## config.mk

```make
export PLATFORM = sky130hd
export DESIGN_NAME = mem_access_unit
export DESIGN_NICKNAME = d
export VERILOG_FILES = /design/src/rtl/mem_access_unit_pkg.sv /design/src/rtl/mem_access_unit_store_format.sv /design/src/rtl/mem_access_unit.sv
export SDC_FILE = /design/constraint.sdc
export NUM_CORES = 1
export LEC_CHECK = 0
export CAP_MARGIN = 20
export CORE_UTILIZATION = 39
export CTS_BUF_LIST = sky130_fd_sc_hd__clkbuf_8
export CTS_CLUSTER_DIAMETER = 200
export DETAILED_ROUTE_END_ITERATION = 6
export MAX_ROUTING_LAYER = met4
export PLACE_DENSITY = 0.81
export SLEW_MARGIN = 15
export SYNTH_ARGS = -nofsm -noshare
export SYNTH_HDL_FRONTEND = slang
export SYNTH_SLANG_ARGS = --single-unit
```

## constraint.sdc

```tcl
create_clock -name clk -period 3.1 [get_ports clk]
set_input_delay 0.465 -clock clk [delete_from_list [all_inputs] [get_ports clk]]
set_output_delay 0.465 -clock clk [all_outputs]
set_load 0.02 [all_outputs]
```

## src/rtl/mem_access_unit_pkg.sv

```systemverilog
// Shared RV32I access-size encodings and MEM-stage access FSM state type.
package rv32i_types;

  localparam int BYTE_LANES = 4;

  typedef enum logic [2:0] {
    lb  = 3'b000,
    lh  = 3'b001,
    lw  = 3'b010,
    lbu = 3'b100,
    lhu = 3'b101
  } load_funct3_t;

  typedef enum logic [2:0] {
    sb = 3'b000,
    sh = 3'b001,
    sw = 3'b010
  } store_funct3_t;

  typedef enum logic [1:0] {
    IDLE   = 2'd0,
    ACCESS = 2'd1,
    DONE   = 2'd2
  } mau_state_t;

endpackage

```

## src/rtl/mem_access_unit_store_format.sv

```systemverilog
// Store lane formatting: byte enables and replicated write data from size and address offset.
// Also flags misaligned halfword/word accesses (low funct3 bits encode size for loads and stores).
module store_format
  import rv32i_types::*;
(
  input  logic [2:0]            funct3_i,
  input  logic [1:0]            addr_lo_i,
  input  logic [31:0]           rs2_i,
  output logic [31:0]           wdata_o,
  output logic [BYTE_LANES-1:0] byte_enable_o,
  output logic                  misaligned_o
);

  always_comb begin
    wdata_o       = rs2_i;
    byte_enable_o = 4'b0000;
    case (funct3_i)
      sb: begin
        byte_enable_o = 4'b0001 << addr_lo_i;
        wdata_o       = {4{rs2_i[7:0]}};
      end
      sh: begin
        byte_enable_o = 4'b0011 << {addr_lo_i[1], 1'b0};
        wdata_o       = {2{rs2_i[15:0]}};
      end
      sw: begin
        byte_enable_o = 4'b1111;
      end
      default: ;
    endcase
  end

  assign misaligned_o = ((funct3_i[1:0] == 2'b01) & addr_lo_i[0]) |
                        ((funct3_i[1:0] == 2'b10) & (|addr_lo_i));

endmodule

```

## src/rtl/mem_access_unit.sv

```systemverilog
// MEM-stage data-memory initiator: holds one dcache request per load/store and stalls until dmem_resp.
// Optional MISALIGN_TRAP_EN: misaligned halfword/word accesses skip the cache and raise misaligned_trap.
module mem_access_unit
  import rv32i_types::*;
(
  input  logic                  clk,
  input  logic                  rst,
  input  logic                  MEM_mem_read,
  input  logic                  MEM_mem_write,
  input  logic [2:0]            MEM_funct3,
  input  logic [31:0]           MEM_alu_out,
  input  logic [31:0]           MEM_rs2_out,
  input  logic                  dmem_resp,
  input  logic [31:0]           dmem_rdata,
  output logic                  dmem_read,
  output logic                  dmem_write,
  output logic [31:0]           dmem_address,
  output logic [31:0]           dmem_wdata,
  output logic [BYTE_LANES-1:0] dmem_byte_enable,
  output logic [31:0]           MEM_rdata,
  output logic                  mem_stall,
  output logic                  misaligned_trap
);

  localparam logic [1:0] S_IDLE   = IDLE;
  localparam logic [1:0] S_ACCESS = ACCESS;
  localparam logic [1:0] S_DONE   = DONE;

  logic [1:0]            state_q, state_d;
  logic                  rd_q, rd_d;
  logic                  wr_q, wr_d;
  logic [31:0]           addr_q, addr_d;
  logic [31:0]           wdata_q, wdata_d;
  logic [BYTE_LANES-1:0] be_q, be_d;
  logic [1:0]            off_q, off_d;
  logic [31:0]           rdata_q, rdata_d;
  logic                  trap_d;

  logic                  req;
  logic                  take_trap;
  logic [31:0]           fmt_wdata;
  logic [BYTE_LANES-1:0] fmt_be;
  logic                  fmt_misaligned;

  store_format u_store_format (
    .funct3_i      (MEM_funct3),
    .addr_lo_i     (MEM_alu_out[1:0]),
    .rs2_i         (MEM_rs2_out),
    .wdata_o       (fmt_wdata),
    .byte_enable_o (fmt_be),
    .misaligned_o  (fmt_misaligned)
  );

  assign req = MEM_mem_read | MEM_mem_write;

`ifdef MISALIGN_TRAP_EN
  logic trap_q;
  assign take_trap       = fmt_misaligned;
  assign misaligned_trap = trap_q;

  always_ff @(posedge clk or posedge rst) begin
    if (rst) trap_q <= 1'b0;
    else     trap_q <= trap_d;
  end
`else
  logic unused_misaligned;
  assign unused_misaligned = fmt_misaligned ^ trap_d;
  assign take_trap         = 1'b0;
  assign misaligned_trap   = 1'b0;
`endif

  always_comb begin
    state_d = state_q;
    rd_d    = rd_q;
    wr_d    = wr_q;
    addr_d  = addr_q;
    wdata_d = wdata_q;
    be_d    = be_q;
    off_d   = off_q;
    rdata_d = rdata_q;
    trap_d  = 1'b0;
    case (state_q)
      S_IDLE: begin
        if (req) begin
          if (take_trap) begin
            state_d = S_DONE;
            trap_d  = 1'b1;
          end else begin
            // Write wins when both request flags are set.
            state_d = S_ACCESS;
            wr_d    = MEM_mem_write;
            rd_d    = ~MEM_mem_write;
            addr_d  = {MEM_alu_out[31:2], 2'b00};
            wdata_d = MEM_mem_write ? fmt_wdata : 32'h0;
            be_d    = MEM_mem_write ? fmt_be : 4'b1111;
            off_d   = MEM_alu_out[1:0];
          end
        end
      end
      S_ACCESS: begin
        if (dmem_resp) begin
          if (rd_q) rdata_d = dmem_rdata >> {off_q, 3'b000};
          rd_d    = 1'b0;
          wr_d    = 1'b0;
          state_d = S_DONE;
        end
      end
      S_DONE:  state_d = S_IDLE;
      default: state_d = S_IDLE;
    endcase
  end

  always_ff @(posedge clk or posedge rst) begin
    if (rst) begin
      state_q <= S_IDLE;
      rd_q    <= 1'b0;
      wr_q    <= 1'b0;
      addr_q  <= 32'h0;
      wdata_q <= 32'h0;
      be_q    <= 4'b0000;
      off_q   <= 2'b00;
      rdata_q <= 32'h0;
    end else begin
      state_q <= state_d;
      rd_q    <= rd_d;
      wr_q    <= wr_d;
      addr_q  <= addr_d;
      wdata_q <= wdata_d;
      be_q    <= be_d;
      off_q   <= off_d;
      rdata_q <= rdata_d;
    end
  end

  assign dmem_read        = rd_q;
  assign dmem_write       = wr_q;
  assign dmem_address     = addr_q;
  assign dmem_wdata       = wdata_q;
  assign dmem_byte_enable = be_q;
  assign MEM_rdata        = rdata_q;
  assign mem_stall        = ((state_q == S_IDLE) & req) | (state_q == S_ACCESS);

endmodule

```

Word-level counts from Yosys, hierarchy flattened. Cells that the tools add are included.

Register bits: 104. Bits of input ports: 104. Word-level logic and storage cells: 39.

Equal/unequal tests: 5. Shift-type cells: 3. Mux-type cells: 12. Bitwise logic cells: 4. Reductions and logical operators: 7.

Operators with widths (count): 32-bit one-hot mux with 2 select lines (1); 32-bit two-way mux (1); 32-bit by 5-bit right shift with 32-bit output (1); 4-bit one-hot mux with 3 select lines (1); 3-bit AND reduction (2); 2-bit two-way mux (2); 4-bit two-way mux (1); 2-bit != test (second input constant) (2); 1-bit one-hot mux with 2 select lines (2); 2-bit one-hot mux with 2 select lines (1); 2-bit AND reduction (2); 1-bit by 2-bit << shifter with 4-bit output (first input constant) (1); 2-bit by 2-bit << shifter with 4-bit output (first input constant) (1); 3-bit by 1-bit == test with 1-bit output (second input constant) (1); 3-bit by 2-bit == test with 1-bit output (second input constant) (1); 3-bit logical NOT (1); 1-bit two-way mux (3); 2-bit by 1-bit == test with 1-bit output (second input constant) (1); 2-bit logical NOT (1); 1-bit OR (2); 2-bit nonzero test (1); 1-bit bitwise AND (1); 1-bit inverter (1).

Depth between registers and ports, before layout.
Depth in word-level cells: 3. Gate-level depth with buffers: 5.

Cells and area by module. A second synthesis with hierarchy kept.

Cell total of the unflattened synthesis: 395. Area, all modules: 4967.3 µm².

Modules (own cells, without submodules): mem_access_unit (instances 1, cells each 325, area each 4444.3 µm², sequential area each 2602.5 µm²); store_format (instances 1, cells each 70, area each 523.0 µm², sequential area each 0.0 µm²).

Worst setup path after synthesis. OpenSTA, ideal clock, no wires.

Kind: input to output. Start point: input port MEM_mem_write. End point: output port mem_stall. Arrival time: 1.143 ns. Required time: 2.635 ns. Setup slack: 1.492 ns. Stages on the path: 3. Path buffers: 1. Path through: o21ai_1 buf_2 nand2_1.

Longest elaborated chain between the ends: 3.

RTL lines: start, declared (line mem_access_unit.sv:9) `input logic MEM_mem_write,`; 1-bit OR (line mem_access_unit.sv:54) `assign req = MEM_mem_read | MEM_mem_write;`; 1-bit bitwise AND (line mem_access_unit.sv:141) `assign mem_stall = ((state_q == S_IDLE) & req) | (state_q == S_ACCESS);`; 1-bit OR (line mem_access_unit.sv:141); end, declared (line mem_access_unit.sv:21) `output logic mem_stall,`.

Every way passes these cells.

Final worst setup path.
Start point: register state_q[0]. End point: output port mem_stall.

Longest elaborated chain between the ends: 3. Elaborated cells on any way between the ends: 4. Classes of those cells: eq/ne: 1; bitwise: 2; reduce/logical: 1.

RTL lines: start, declared (line mem_access_unit.sv:29) `logic [1:0] state_q, state_d;`; start signal, assigned (line mem_access_unit.sv:124) `state_q <= state_d;`; 2-bit logical NOT (line mem_access_unit.sv:141); 1-bit bitwise AND (line mem_access_unit.sv:141); 1-bit OR * (line mem_access_unit.sv:141).

Every way passes the cells marked *; elsewhere a longest branch is shown, timed or not.

==> metrics.md <==
| Metric | Value |
|---|---|
| Most common cell after layout, fill and taps aside | `clkdlybuf4s50_1` |
| Max VDD drop | `0.000679 V` |
| Final Hold Vio Count | `0` |
| Hold Startpoint | `MEM_rdata[16]` |
| Synth Instances | `376` |
| Largest net degree at the start of global routing | `57` |
| Routability congestion estimate | `0.837` |
| CTS tree | `yes` |
| Nets | `676` |
| Initial antenna violation count | `0` |
| Global-route wire length before repair | `21,000 microns` |
| Setup violations, final | `0` |
| Worst Setup SP | `state_q[0]` |
| Die Wd | `112 microns` |
| Clk slew on worst S/H paths | `100 ps` |
| Layout cells sized above 1 | `14.4%` |
| Final non-filler cell total | `719` |
| WL final | `13,100 microns` |
| CP required | `2630 ps` |
| Core ar. | `11,600 sq um` |
| CP max-delay cell | `clkdlybuf4s50_1` |
| Hold-fix buffers at CTS | `0` |
| Synth cell types | `31` |
| Total gr overflow | `0` |
| Post-DR wirelength/cell | `18.2 microns` |
| Via Count | `3,725` |
| Top FF cell, synth | `dfrtp_1` |
| Crit path DAT | `1770 ps` |
| Critical path class | `reg2out` |
| Slew of the pin with the lowest slew margin | `747 ps` |
| Worst Hold Class | `reg2reg` |
| Violated checks | `design-rule violations` |
| Post-CTS Setup Inserts | `0` |
| IO Port Bufs | `204` |
| Final antenna-violating net count | `0` |
| Max cap viols | `0` |
| Power per cell area | `1010 nW/um^2` |
| Post-synth top area share | `55.5%` |
| Fillers | `966` |
| Max Clock Skew | `8.67 ps` |
| Critical Path Max Stage Delay | `590 ps` |
| Initial core utilization | `40.5%` |
| Synth warn | `0` |
| Syn Std Cell Area | `4690 sq um` |
| Part of the cycle the worst path needs | `72.0%` |
| RSZ-0062 raised after global routing | `no` |
| Diodes inserted | `0` |
| EDFF count, synth | `0` |
| Cell taking the most area after synthesis | `dfrtp_1` |
| CP Capture Type | `primary output` |
| Gr usage total | `22.3%` |
| Router iterations before antenna repair | `7` |
| Vias in the first global route | `4,023` |
| DRT iter0 DRCs | `225` |
| Most frequent cells in the layout | `204 x clkdlybuf4s50_1, 104 x dfrtp_1, 48 x mux2i_1, 40 x mux2_2, 34 x nand2_1` |
| CP Launch Type | `flip-flop` |
| CTS buffer count | `9` |
| Clock tree buffer depth | `2` |
| Cts repair resizes | `0` |
| Inst Count DP | `704` |
| Pleak | `3.00 nW` |
| Die height | `112 microns` |
| Final Core Density | `60.6%` |
| RR Startpoint | `state_q[0]` |
| Vias per cell | `5.18` |
| Crit-path max FO | `7` |
| Final HPWL from detailed placement | `9770 microns` |
| Sequential share of the synthesized area | `55.5%` |
| Fin Setup TNS | `0 ps` |
| Total clock sinks | `104` |
| Worst-Skew Late Latency | `360 ps` |
| Std cell rows | `39` |
| Ranking of synthesized cells by area | `dfrtp_1 56%, mux2i_1 10%, mux2_2 9.6%, a22o_1 4.5%, nand2_1 2.7%` |
| Final min period | `2230 ps` |
| Slew HR | `50.1%` |
| Drc violations | `13` |
| FFs w/ async S/R, synth | `100%` |
| Top-level I/O count | `208` |
| Synth-to-layout area growth | `49.5%` |
| Fmax | `448 MHz` |
| Syn Area/Cell | `12.5 sq um` |
| Status | `complete, but fails checks` |
| Crit-path cells | `nor2_1 -> o21ai_2 -> nand2_1 -> clkdlybuf4s50_1` |
| Max-slew violations | `0` |
| Full die area | `12,500 sq um` |
| Clk root buf | `clkbuf_8` |
| #FFs+latches synth | `104` |
| H-tree Lvls | `3` |
-- where the power goes --
| group | leakage, nW | switching (mW) | total, mW | internal (mW) |
|---|---|---|---|---|
| clock network | 0.0962 | 0.461 | 0.853 | 0.392 |
| registers | 1.29 | 0.402 | 2.40 | 1.99 |
| logic | 1.62 | 1.86 | 3.79 | 1.93 |
-- metrics by stage --
stage,hold WS [ps],worst slack (ps),area (sq um),power [mW]
floorplan,514,1390,4700,4.52
global placement,458,884,6810,6.12
detailed placement,466,823,6810,6.23
CTS,489,859,7010,7.10
global route,521,776,7010,7.44
finish,486,869,7010,7.04
-- state kept, by name, summed over array words and instances, names as in the netlist --
| name | count |
|---|---|
| MEM_rdata | 32 |
| dmem_wdata | 32 |
| dmem_address | 30 |
| dmem_byte_enable | 4 |
| off_q | 2 |
| state_q | 2 |
| dmem_read | 1 |
| dmem_write | 1 |
-- critical path, delay by kind of cell (launching register included) --
family | cells | cell delay (ps)
buffers and inverters | 1 | 590
flip-flops | 1 | 450
AND/OR/NAND/NOR | 2 | 270
AO/OA/AOI/OAI | 1 | 100
-- layer usage --
metal  up-vias  GRT usage (%)  part of all wire, %
met4         0           6.49                  1.8
met5         -              -                    0
met1      1832           27.0                   41
met2       138           37.3                   51
li1       1739              -                    -
met3        16           4.90                  6.2
-- kinds of logic after synthesis --
kind of cell / share of synthesized area [%]
other cells: 0.0800
mux: 19.9
compound gates: 13.0
buf+inv: 4.35
flops: 55.5
simple gates: 7.21
-- Yosys cell counts, types with 2 or more instances --
cell type and instances:
buf_6 5, nor2_1 4, clkbuf_1 5, o31ai_1 10
buf_4 7, nand3b_1 2, inv_1 3, a2bb2oi_1 12
dfrtp_1 104, a22o_1 24, o21ai_0 18, mux2_2 40
o2bb2ai_1 8, buf_2 13, or2_2 16, a21oi_1 9
mux2i_1 48, nand2_1 34, nor2b_1 2
-- cell type report --
| type | count | area (sq um) | share of cell area, % |
|---|---|---|---|
| clock buffer | 10 | 138 | 1.96 |
| clock inverter | 5 | 57.6 | 0.821 |
| inverter | 3 | 15.0 | 0.214 |
| multi-input combinational | 241 | 1890 | 27.0 |
| sequential | 104 | 2600 | 37.1 |
| tap | 143 | 179 | 2.55 |
| timing repair buffer | 213 | 2120 | 30.3 |
-- final timing paths --
kind                                  endpoint  slack (ps)  cells after the start
max                                  mem_stall         870                      4
min                              MEM_rdata[16]         490                      2
max reg2reg                   dmem_address[25]        1180                      4
min reg2reg                      MEM_rdata[16]         490                      2
max in group asynchronous     dmem_address[12]        1790                      3
min in group asynchronous  dmem_byte_enable[1]         580                      2
Note: power is estimated with default switching activity, not from simulation.
